===== src/rtl/onoff_pkg.sv =====
// Shared types for the on/off dwell tracker.
// Record layout and FSM state encoding.
package onoff_pkg;

  localparam int CNT_W = 8;
  localparam logic [CNT_W-1:0] CNT_MAX = '1;

  typedef enum logic {
    S_OFF = 1'b0,
    S_ON  = 1'b1
  } state_t;

  typedef struct packed {
    logic             sat;
    logic [CNT_W-1:0] len;
  } len_rec_t;

endpackage


===== src/rtl/onoff_len_outreg.sv =====
// Single-entry valid/ready holding register for ON-length records.
// A record arriving while the slot is held and not draining is dropped.
module onoff_len_outreg #(
  parameter int CNT_W  = 8,
  parameter int DROP_W = 8
) (
  input  logic              clk,
  input  logic              reset,
  input  logic              emit,
  input  logic [CNT_W-1:0]  emit_len,
  input  logic              emit_sat,
  output logic              len_valid,
  input  logic              len_ready,
  output logic [CNT_W-1:0]  len_data,
  output logic              len_sat,
  output logic [DROP_W-1:0] drop_cnt
);

  import onoff_pkg::*;

  logic fire;
  logic load;
  logic drop;
  logic drain;

  assign fire  = len_valid & len_ready;
  assign load  = emit & (~len_valid | fire);
  assign drop  = emit & len_valid & ~fire;
  assign drain = ~emit & fire;

  always_ff @(posedge clk) begin
    if (reset) begin
      len_valid <= 1'b0;
      len_data  <= '0;
      len_sat   <= 1'b0;
      drop_cnt  <= '0;
    end else begin
      unique case (1'b1)
        load: begin
          len_valid <= 1'b1;
          len_data  <= emit_len;
          len_sat   <= emit_sat;
        end
        drop: begin
          if (drop_cnt != '1)
            drop_cnt <= drop_cnt + 1'b1;
        end
        drain: begin
          len_valid <= 1'b0;
        end
        default: begin
        end
      endcase
    end
  end

endmodule


===== src/rtl/onoff_dwell_tracker.sv =====
// Tracks ON/OFF dwell of an upstream level, strobes edges,
// and reports each ON interval length through a valid/ready slot.
module onoff_dwell_tracker #(
  parameter int CNT_W  = 8,
  parameter int DROP_W = 8
) (
  input  logic              clk,
  input  logic              reset,
  input  logic              din,
  output logic              rise,
  output logic              fall,
  output logic              on_state,
  output logic              len_valid,
  input  logic              len_ready,
  output logic [CNT_W-1:0]  len_data,
  output logic              len_sat,
  output logic [DROP_W-1:0] drop_cnt
);

  import onoff_pkg::*;

  localparam logic [CNT_W-1:0] LEN_MAX = '1;
  localparam logic [CNT_W-1:0] LEN_ONE = CNT_W'(1);

  state_t           state;
  state_t           state_nx;
  logic [CNT_W-1:0] len_cnt;
  logic [CNT_W-1:0] len_cnt_nx;
  logic             sat;
  logic             sat_nx;
  logic             rise_nx;
  logic             fall_nx;
  logic             emit;

  always_ff @(posedge clk) begin
    if (reset) begin
      state   <= S_OFF;
      len_cnt <= '0;
      sat     <= 1'b0;
      rise    <= 1'b0;
      fall    <= 1'b0;
    end else begin
      state   <= state_nx;
      len_cnt <= len_cnt_nx;
      sat     <= sat_nx;
      rise    <= rise_nx;
      fall    <= fall_nx;
    end
  end

  always_comb begin
    state_nx   = state;
    len_cnt_nx = len_cnt;
    sat_nx     = sat;
    rise_nx    = 1'b0;
    fall_nx    = 1'b0;
    emit       = 1'b0;
    unique case (state)
      S_OFF: begin
        if (din) begin
          state_nx   = S_ON;
          len_cnt_nx = LEN_ONE;
          sat_nx     = (LEN_ONE == LEN_MAX);
          rise_nx    = 1'b1;
        end
      end
      S_ON: begin
        if (din) begin
          // Counter parks at max; sat stays set until the interval ends.
          if (len_cnt != LEN_MAX) begin
            len_cnt_nx = len_cnt + 1'b1;
            sat_nx     = sat | (len_cnt_nx == LEN_MAX);
          end else begin
            sat_nx     = 1'b1;
          end
        end else begin
          state_nx   = S_OFF;
          len_cnt_nx = '0;
          sat_nx     = 1'b0;
          fall_nx    = 1'b1;
          emit       = 1'b1;
        end
      end
      default: begin
        state_nx = S_OFF;
      end
    endcase
  end

  assign on_state = (state == S_ON);

  onoff_len_outreg #(
    .CNT_W  (CNT_W),
    .DROP_W (DROP_W)
  ) u_outreg (
    .clk       (clk),
    .reset     (reset),
    .emit      (emit),
    .emit_len  (len_cnt),
    .emit_sat  (sat),
    .len_valid (len_valid),
    .len_ready (len_ready),
    .len_data  (len_data),
    .len_sat   (len_sat),
    .drop_cnt  (drop_cnt)
  );

endmodule


===== config.mk =====
export PLATFORM = sky130hd
export DESIGN_NAME = onoff_dwell_tracker
export DESIGN_NICKNAME = d
export VERILOG_FILES = /design/src/rtl/onoff_pkg.sv /design/src/rtl/onoff_len_outreg.sv /design/src/rtl/onoff_dwell_tracker.sv
export SDC_FILE = /design/constraint.sdc
export NUM_CORES = 1
export LEC_CHECK = 0
export CAP_MARGIN = 20
export CORE_MARGIN = 2
export CORE_UTILIZATION = 50
export DETAILED_ROUTE_END_ITERATION = 10
export PLACE_DENSITY = 0.76
export SYNTH_ARGS = -nofsm -noshare
export SYNTH_HDL_FRONTEND = slang
export SYNTH_SLANG_ARGS = --single-unit

===== constraint.sdc =====
create_clock -name clk -period 1.91 [get_ports clk]
set_clock_uncertainty 0.1 [all_clocks]
set_input_delay 0.191 -clock clk [delete_from_list [all_inputs] [get_ports clk]]
set_output_delay 0.191 -clock clk [all_outputs]
set_load 0.02 [all_outputs]

-- After elaboration in Yosys (flattened, before gate mapping)
Index checks and enable logic that the tools add are counted.
- register bits: 30
- output and inout port bits: 21
- input port bits: 4
- bitwise gates (word level): 11
- $add $sub $neg: 2
- multiplexer cells: 12
- equality and inequality tests: 5
- reductions and logical operators: 4
- operators with widths (operator ; count):
    2-to-1 mux 8 bit ; 3
    adder 8 x 1 -> 8 bit, second input constant ; 2
    != test 8 bit, second input constant ; 2
    case mux 8 bit (2 select lines) ; 1
    == test 8 bit, second input constant ; 1
    2-to-1 mux 1 bit ; 6
    AND 1 bit ; 5
    inverter 1 bit ; 4
    case mux 1 bit (2 select lines) ; 2
    AND reduction 2 bit ; 2
    != test 3 x 2 -> 1 bit, second input constant ; 1
    != test 2 bit, second input constant ; 1
    OR 1 bit ; 2
    nonzero test 2 bit ; 1
    OR reduction 2 bit ; 1

-- Longest topological paths before layout
Gate-level depths: netlist of run 1.
- depth in word-level cells: 6
- depth in mapped cells: 6
- gate-level depth less buffers: 5

-- Hierarchy
From an unflattened synthesis of run 1, not the netlist that was laid out.
- cell total of the unflattened synthesis: 169
- area total of the unflattened synthesis: 1477.7 um2
- modules (own cells, without submodules) (module ; area each (um2) ; times used ; cells each):
    onoff_len_outreg ; 847.1 ; 1 ; 93
    onoff_dwell_tracker ; 630.6 ; 1 ; 76

-- Worst setup path before layout of run 1
OpenSTA, ideal clock, no wires.
- path kind: register to register
- start: register u_outreg.drop_cnt[0]
- end: register u_outreg.drop_cnt[1]
- setup slack: 0.339 ns
- setup time: 0.128 ns
- arrival: 1.343 ns
- required time: 1.682 ns
- period minus slack after synthesis: 1.571 ns
- cell stages (with the launch flop): 6
- path through: dfxtp_1 -> ha_1 -> nand3_1 -> o21ai_1 -> mux2i_1 -> nor2_1
- longest elaborated chain between the ends: 2
- elaborated cells on any way between the ends: 3
- classes of those cells: 1 x add/sub; 1 x eq/ne; 1 x reduce/logical
- ends and longest elaborated chain (what ; line ; RTL):
    start, declared ; onoff_len_outreg.sv:16 ; output logic [DROP_W-1:0] drop_cnt
    start signal, assigned ; onoff_len_outreg.sv:46 ; drop_cnt <= drop_cnt + 1'b1;
    parallel branches: the longest is 2 deep, another holds adder 8 x 1 -> 8 bit ; -- ;
Several ways; the timed one is not identified.
A chain may end at the register's enable or synchronous reset.

-- Final worst setup path of run 1
- start: register len_cnt[1]
- end: register len_cnt[0]
- longest elaborated chain between the ends: 3
- ends and longest elaborated chain (what ; line ; RTL):
    start, declared ; onoff_dwell_tracker.sv:27 ; logic [CNT_W-1:0] len_cnt;
    start signal, assigned ; onoff_dwell_tracker.sv:44 ; len_cnt <= len_cnt_nx;
    != test 8 bit ; onoff_dwell_tracker.sv:70 ; if (len_cnt != LEN_MAX) begin
    != test 3 x 2 -> 1 bit (no source line) ; -- ;
    AND reduction 2 bit (no source line) ; -- ;
Every way passes these cells.

==> flow_metrics.tcl, run 1 <==
set metrics [dict create \
    core_um2 2710 \
    place_congestion 0.875 \
    synthTopCellsByCount "30 x dfxtp_1, 26 x nor2_1, 10 x mux2i_1, 8 x a21oi_1, 7 x nand2_1" \
    clock_latency_ns 0.33 \
    drive_gt1_frac 0.0995 \
    dieArea_um2 3250 \
    hold_viol_final 0 \
    placed_cell_area_um2 1720 \
    rsz0062_at_grt "no" \
    hpwl_mm 2.22 \
    cts_root_buf "clkbuf_4" \
    worstMarginPinSlew_ns 0.347 \
    synth_top_area_share 0.427 \
    finalInstanceArea_um2 1780 \
    gr-total-overflow 0 \
    post-route-period-util 0.930 \
    seq_area_frac_synth 0.427 \
    ys_ff_latch 30 \
    grt_max_degree 23 \
    synth_most_common_cell "dfxtp_1" \
    grt_pass1_vias 1159 \
    irDropWorstVdd_mv 0.490 \
    crit_family "simple AND/OR/NAND/NOR gates" \
    final_antenna_net_count 0 \
    syn-num-nets 166 \
    num_antenna_cells 0 \
    p_per_area_nw_per_um2 620 \
    worstPathMaxFanout 6 \
    synthTopCellsByArea "dfxtp_1 43%, mux2i_1 7.1%, nor2_1 6.9%" \
    via_per_inst 5.66 \
    fin_setup_tns_ns 0 \
    cts.sinks 30 \
    groute.usage.overall 0.192 \
    cts_inserted_buffers 5 \
    max_clock_freq_mhz 563 \
    fin_util 0.658 \
    grt_pass1_wl_mm 4.93 \
    portBuffers 24 \
    synth_area_um2 1410 \
    drv_slew 0 \
    worst_hold_slack_ns 0.406 \
    cts_max_path_buffers 2 \
    synth_cell_type_count 40 \
    drt_iter0_markers 33 \
    p_leak_nw 0.719 \
    avgSynthCellArea_um2 8.84 \
    period_needed_ns 1.78 \
    maxSlewHeadroom 0.768 \
    fin_nets 197 \
    worstSetupPathType "register to register" \
    crit_chain "ha_1 -> nand3_1 -> nor2_1 -> o21ai_0 -> a32o_1" \
    syn_inst 159 \
    routed_wl_mm 2.98 \
    cp_num_buf_inv 0 \
    outcome "finished, final reports clean" \
    htreeDepth 2 \
    cap_violations 0 \
    synth_top_flop_cell "dfxtp_1" \
    layout.cells.non_filler 222 \
    crit_arrival_ns 1.89 \
    start_kind "register" \
    antenna_found_initial 0 \
    critPathMaxStageDelay_ns 0.44 \
    yosys.area.top_type "dfxtp_1" \
    area_growth_pct 26.9 \
    cp-end-kind "register" \
    yosys_warnings 0 \
    place_inst 214 \
    clk_pin_slew_worst_paths_ns 0.09 \
    core.rowCount 19 \
    hold_class "register to register" \
    vias 1257 \
    dr.pass1.iters 4 \
    cp.required_ns 2.03 \
    die_h_um 57.0 \
    drt_drc_violations_left 0 \
    synth_edf_count 0 \
    postCtsHoldBufs 0 \
    cts_tree "yes" \
    wl_per_cell_um 13.4 \
    die_w_um 57.0 \
    setup_viol 0 \
    cts_setup_buffers 0 \
    io_pins 25 \
    synth_async_sr_flop_share 0 \
    slowest_stage "dfxtp_1" \
    start_util 0.518 \
    fillers 240 \
    cts_resized 0 \
]
worst paths after layout:
check | start | to | slack [ns] | cells after the start
max | len_cnt[1] | len_cnt[0] | 0.13 | 5
max reg2reg | len_cnt[1] | len_cnt[0] | 0.13 | 5
min reg2reg | u_outreg.len_data[4] | u_outreg.len_data[4] | 0.41 | 2
min | u_outreg.len_data[4] | u_outreg.len_data[4] | 0.41 | 2
power breakdown:
group / internal [mW] / switching (mW) / leakage [nW]
registers: 0.632 / 0.00616 / 0.243
logic: 0.0383 / 0.0425 / 0.441
clock network: 0.178 / 0.209 / 0.0353
total: 0.848 / 0.258 / 0.719
placed cells by master, fill, tap and decap left out, drive strengths merged, types with 2 or more instances in the layout:
| cell | count |
|---|---|
| and3 | 5 |
| nand2b | 3 |
| and2 | 2 |
| clkdlybuf4s50 | 24 |
| o2111ai | 2 |
| a31oi | 4 |
| xnor2 | 3 |
| nor2 | 26 |
| nor2b | 2 |
| mux2i | 10 |
| a21oi | 8 |
| nand3 | 3 |
| nand2 | 7 |
| inv | 4 |
| o21ai | 6 |
| ha | 3 |
| buf | 8 |
| o211ai | 4 |
| or3 | 5 |
| xor2 | 6 |
| clkbuf | 7 |
| dfxtp | 30 |
| nand4 | 4 |
kinds of logic (layout without fill, tap and decap cells):
kind of cell / Yosys count / count (layout) / share of synthesized area
AO/OA/AOI/OAI: 33 / 33 / 0.159
XOR/XNOR: 9 / 9 / 0.0561
adder cells (fa/ha/maj): 3 / 3 / 0.0267
buffers and inverters: 12 / 44 / 0.0347
flip-flops: 30 / 30 / 0.427
multiplexers: 10 / 10 / 0.0712
AND/OR/NAND/NOR: 62 / 62 / 0.224
layer usage:
metal  routed length [um]  track usage
met5                    0            0
met4                   60       0.0698
met2                 1460        0.323
met3                  109       0.0612
met1                 1350        0.231
flip-flops by register name, indices dropped and copies added (netlist names):
| register | count |
|---|---|
| fall | 1 |
| len_cnt | 8 |
| on_state | 1 |
| rise | 1 |
| sat | 1 |
| u_outreg.drop_cnt | 8 |
| u_outreg.len_data | 8 |
| u_outreg.len_sat | 1 |
| u_outreg.len_valid | 1 |
per-stage QoR:
stage	setup WS, ns	power, mW
final	0.133	1.11
after global routing	0.0495	1.16
after CTS	0.128	1.12
after detailed placement	0.130	0.733
after global placement	0.161	0.731
after floorplan	0.339	0.697
cell type report:
type | count | area (um^2) | share of cell area
clock inverters | 1 | 5.00 | 0.00281
clock buffers | 7 | 55.1 | 0.0309
well taps | 31 | 38.8 | 0.0218
inverters | 4 | 15.0 | 0.00842
multi-input cells | 117 | 756 | 0.424
repair buffers | 32 | 313 | 0.175
flip-flops and latches | 30 | 601 | 0.337
worst min-delay path, stage by stage (launching register included):
cell and delay (ns):
dfxtp_1 0.34, mux2i_1 0.07, nor2_1 0.07
No activity file was read; power rests on OpenSTA's default activity.
==> inputs of run 2 (changes only) <==
--- a/config.mk
+++ b/config.mk
@@ -5,7 +5,6 @@
 export SDC_FILE = /design/constraint.sdc
 export NUM_CORES = 1
 export LEC_CHECK = 0
-export CAP_MARGIN = 20
 export CORE_MARGIN = 2
 export CORE_UTILIZATION = 50
 export DETAILED_ROUTE_END_ITERATION = 10
==> constraint.sdc (replaced) <==
create_clock -name clk -period 2.1 [get_ports clk]
set_clock_uncertainty 0.1 [all_clocks]
set_input_delay 0.21 -clock clk [delete_from_list [all_inputs] [get_ports clk]]
set_output_delay 0.21 -clock clk [all_outputs]
set_load 0.02 [all_outputs]
==> run 2 against run 1 <==
Effect of this change:
- count of clock-buffer cells in the layout stayed put
- worst setup slack better by 0.11 ns
- routed wire length up 8.4%
- sequential power is 8.9% lower
- core utilization shrank 1.8 points
- non-clock buffer count decreased by 5
- cell count fell by 2.3%
- via count grew 2.1%
- die area stayed put
- global-route usage up 1.8 points
- first-iteration DRC count grew 15%
- combinational power is 16% lower
==> flow_metrics.tcl, run 2 (synthesis gave the netlist of run 1 again) <==
set metrics [dict create \
    outcome "finished, final reports clean" \
    crit_chain "clkdlybuf4s50_1" \
    whs_endpoint "u_outreg.len_data[5]" \
    top_regs "len_cnt x8, u_outreg.drop_cnt x8, u_outreg.len_data x8" \
    reg2reg_depth 5 \
    cp-end-kind "primary output" \
    fin_nets 192 \
    via_per_inst 5.92 \
    max_clock_freq_mhz 539 \
    area_growth_pct 23.3 \
    wl_per_cell_um 14.9 \
    groute.usage.overall 0.211 \
    num_antenna_cells 0 \
    start_kind "register" \
    rsz0062_at_grt "no" \
    routed_wl_mm 3.23 \
    worstSetupPathType "register to primary output" \
    cts_tree "yes" \
    place_inst 209 \
    portBuffers 24 \
    period_needed_ns 1.86 \
    irDropWorstVdd_mv 0.582 \
    drt_drc_violations_left 0 \
    core.rowCount 19 \
    die_w_um 57.0 \
    cap_violations 0 \
    grt_pass1_wl_mm 5.35 \
    postCtsHoldBufs 0 \
    cts_resized 0 \
    dr.pass1.iters 4 \
    core_um2 2710 \
    grt_pass1_vias 1253 \
    post-route-period-util 0.884 \
    p_per_area_nw_per_um2 584 \
    rrSetupSlack_ns 0.27 \
    dieArea_um2 3250 \
    layout.cells.non_filler 217 \
    grt_max_degree 23 \
    worstMarginPinSlew_ns 0.356 \
    min-delay-start "u_outreg.len_data[5]" \
    gr-total-overflow 0 \
    setup_viol 0 \
    hold_class "register to register" \
    drv_slew 0 \
    slowest_stage "clkdlybuf4s50_1" \
    drive_gt1_frac 0.0753 \
    maxSlewHeadroom 0.762 \
    clk_pin_slew_worst_paths_ns 0.10 \
    place_congestion 0.939 \
    die_h_um 57.0 \
    hold_depth 2 \
    drt_iter0_markers 38 \
    hpwl_mm 2.23 \
    r2r_start "len_cnt[1]" \
    cts_max_path_buffers 2 \
    final_common_cell "dfxtp_1" \
    final_antenna_net_count 0 \
    clock_latency_ns 0.34 \
    cp.required_ns 1.79 \
    vias 1284 \
    cts_root_buf "clkbuf_4" \
    io_pins 25 \
    finalInstanceArea_um2 1730 \
    hold_viol_final 0 \
    antenna_found_initial 0 \
    cts.sinks 30 \
    critPathMaxStageDelay_ns 0.67 \
    cts_inserted_buffers 5 \
    r2r_end "len_cnt[0]" \
    crit_family "buffers and inverters" \
    p_leak_nw 0.687 \
    worstPathMaxFanout 10 \
    crit_arrival_ns 1.55 \
    cts_setup_buffers 0 \
    cp_num_buf_inv 1 \
    fin_setup_tns_ns 0 \
    placed_cell_area_um2 1670 \
    final_cell_mix "30 x dfxtp_1, 26 x nor2_1, 24 x clkdlybuf4s50_1" \
    start_util 0.518 \
    htreeDepth 2 \
]
[run 2: cell count changes in the layout (fill, tap and decap cells not counted)]
cell	previous run	this run
buf_12	1	0
buf_4	7	3
[run 2: how the worst max path moves through the flow]
stage | endpoint | startpoint | slack (ns) | cells after the start
after floorplan | u_outreg.drop_cnt[1] | u_outreg.drop_cnt[0] | 0.53 | 5
after global placement | u_outreg.drop_cnt[7] | din | 0.24 | 5
after detailed placement | u_outreg.drop_cnt[7] | din | 0.15 | 5
after CTS | on_state | on_state | 0.27 | 1
after global routing | len_cnt[0] | len_cnt[1] | 0.05 | 5
final | on_state | on_state | 0.24 | 1
[run 2: metrics by stage]
stage	hold WS [ns]	setup WS, ns	utilization	power [mW]
floorplan	0.318	0.529	-	0.634
global placement	0.383	0.235	0.617	0.658
detailed placement	0.390	0.154	0.617	0.661
CTS	0.411	0.271	0.639	1.02
global route	0.433	0.0525	0.639	1.05
finish	0.403	0.244	0.639	1.01
[run 2: final cells by class]
type	instances	area (um^2)
fillers	238	977
multi-input cells	117	756
flip-flops and latches	30	601
repair buffers	27	263
clock buffers	7	55.1
well taps	31	38.8
inverters	4	15.0
clock inverters	1	5.00
[run 2: per-layer routing]
metal | part of all wire | wire length (um) | global-route usage
met5 | 0 | 0 | 0
met3 | 0.039 | 126 | 0.0408
met4 | 0.022 | 72 | 0.123
met1 | 0.43 | 1400 | 0.246
met2 | 0.50 | 1630 | 0.358
[run 2: report_power, final]
group | internal (mW) | leakage (nW) | total, mW | switching, mW
sequential | 0.575 | 0.243 | 0.581 | 0.00592
clock | 0.162 | 0.0353 | 0.363 | 0.201
combinational | 0.0296 | 0.409 | 0.0677 | 0.0381
total | 0.766 | 0.687 | 1.01 | 0.246
==> inputs of run 3 (changes only) <==
--- a/config.mk
+++ b/config.mk
@@ -5,6 +5,7 @@
 export SDC_FILE = /design/constraint.sdc
 export NUM_CORES = 1
 export LEC_CHECK = 0
+export CORE_ASPECT_RATIO = 0.9
 export CORE_MARGIN = 2
 export CORE_UTILIZATION = 50
 export DETAILED_ROUTE_END_ITERATION = 10
==> run 3 against run 2 <==
Effect of this change:
- via count shrank 4.0%
- global-route usage decreased by 0.47 points
- non-clock buffer count grew 2
- clock power is 3% lower
==> flow_metrics.tcl, run 3 (synthesis gave the netlist of run 1 again) <==
set metrics [dict create \
    cap_violations 0 \
    worstPathMaxFanout 10 \
    p_comb_frac 0.071 \
    die_h_um 54.3 \
    final_antenna_net_count 0 \
    worst_hold_slack_ns 0.398 \
    cts_root_buf "clkbuf_4" \
    finalInstanceArea_um2 1750 \
    post-route-period-util 0.864 \
    core_um2 2700 \
    cts_tree "yes" \
    power_mw 1.00 \
    slowest_stage "clkdlybuf4s50_1" \
    antenna_found_initial 0 \
    via_per_inst 5.66 \
    hold_class "register to register" \
    dr.pass1.iters 4 \
    cp_num_buf_inv 1 \
    die_w_um 59.9 \
    start_util 0.520 \
    final_common_cell "dfxtp_1" \
    postCtsHoldBufs 0 \
    placed_cell_area_um2 1690 \
    top_regs "len_cnt x8, u_outreg.drop_cnt x8, u_outreg.len_data x8" \
    drt_iter0_markers 45 \
    net-switching-power_uw 235 \
    clk_pin_slew_worst_paths_ns 0.08 \
    grt_pass1_vias 1094 \
    hold_depth 2 \
    setup_viol 0 \
    htreeDepth 2 \
    cp-end-kind "primary output" \
    period_needed_ns 1.81 \
    fillers 239 \
    outcome "finished, final reports clean" \
    grt_pass1_wl_mm 4.89 \
    crit_family "buffers and inverters" \
    worstSetupPathType "register to primary output" \
    area_growth_pct 24.3 \
    hpwl_mm 2.19 \
    hold_viol_final 0 \
    cts_max_path_buffers 2 \
    p_leak_nw 0.697 \
    p_int_uw 769 \
    clockPowerShare 0.351 \
    p_per_area_nw_per_um2 575 \
    io_pins 25 \
    cts_inserted_buffers 5 \
    rsz0062_at_grt "no" \
    maxSlewHeadroom 0.756 \
    critPathMaxStageDelay_ns 0.67 \
    cp.required_ns 1.79 \
    wl_per_cell_um 14.0 \
    drt_drc_violations_left 0 \
    min-delay-start "sat" \
    vias 1233 \
    place_inst 210 \
    core.rowCount 18 \
    worstMarginPinSlew_ns 0.365 \
    r2r_end "len_cnt[0]" \
    fin_setup_tns_ns 0 \
    final_cell_mix "30 x dfxtp_1, 26 x nor2_1, 24 x clkdlybuf4s50_1" \
    max_clock_freq_mhz 551 \
    dp_slack_ns 0.188 \
    groute.usage.overall 0.206 \
    worst_slack_ns 0.286 \
    power_frac_seq 0.578 \
    r2r_start "len_cnt[1]" \
    irDropWorstVdd_mv 0.440 \
    place_congestion 0.920 \
    crit_arrival_ns 1.50 \
    crit_chain "clkdlybuf4s50_1" \
    switching_share 0.234 \
    dieArea_um2 3250 \
    start_kind "register" \
    whs_endpoint "u_outreg.len_sat" \
    cts_setup_buffers 0 \
    gr-total-overflow 0 \
    num_antenna_cells 0 \
    drv_slew 0 \
    fin_nets 194 \
    drive_gt1_frac 0.0851 \
    rrSetupSlack_ns 0.30 \
    grt_max_degree 12 \
    portBuffers 24 \
    cts.sinks 30 \
    cts_resized 0 \
    routed_wl_mm 3.06 \
    reg2reg_depth 5 \
    layout.cells.non_filler 218 \
    fin_util 0.646 \
    cp-startpoint "on_state" \
    clock_latency_ns 0.33 \
]
run 3: changes by cell type in the layout (fill, tap and decap cells not counted):
cell	before	now
buf_4	3	5
run 3: worst max-delay path by stage:
stage | to | slack [ns] | cells after the start
floorplan | u_outreg.drop_cnt[1] | 0.53 | 5
global placement | u_outreg.drop_cnt[7] | 0.24 | 5
detailed placement | u_outreg.drop_cnt[7] | 0.19 | 5
CTS | on_state | 0.28 | 1
global route | len_cnt[0] | 0.19 | 5
finish | on_state | 0.29 | 1
run 3: final cells by class:
class / count / area, um^2 / area share
sequential: 30 / 601 / 0.344
tap: 30 / 37.5 / 0.0215
clock buffer: 7 / 55.1 / 0.0315
timing repair buffer: 29 / 278 / 0.159
clock inverter: 1 / 5.00 / 0.00287
multi-input combinational: 117 / 756 / 0.433
inverter: 4 / 15.0 / 0.00860
run 3: metal layers:
metal,global-route usage,vias to the layer above,part of all wire
li1,-,625,-
met1,0.280,560,0.51
met2,0.288,44,0.42
met3,0.0898,4,0.060
met4,0.0741,0,0.0056
met5,0,-,0
run 3: power groups by stage:
stage               clock network (mW)  registers (mW)  logic [mW]
finish                           0.352           0.580      0.0710
global route                     0.393           0.582      0.0767
CTS                              0.360           0.580      0.0706
detailed placement                   0           0.594      0.0703
global placement                     0           0.593      0.0686
floorplan                            0           0.599      0.0347
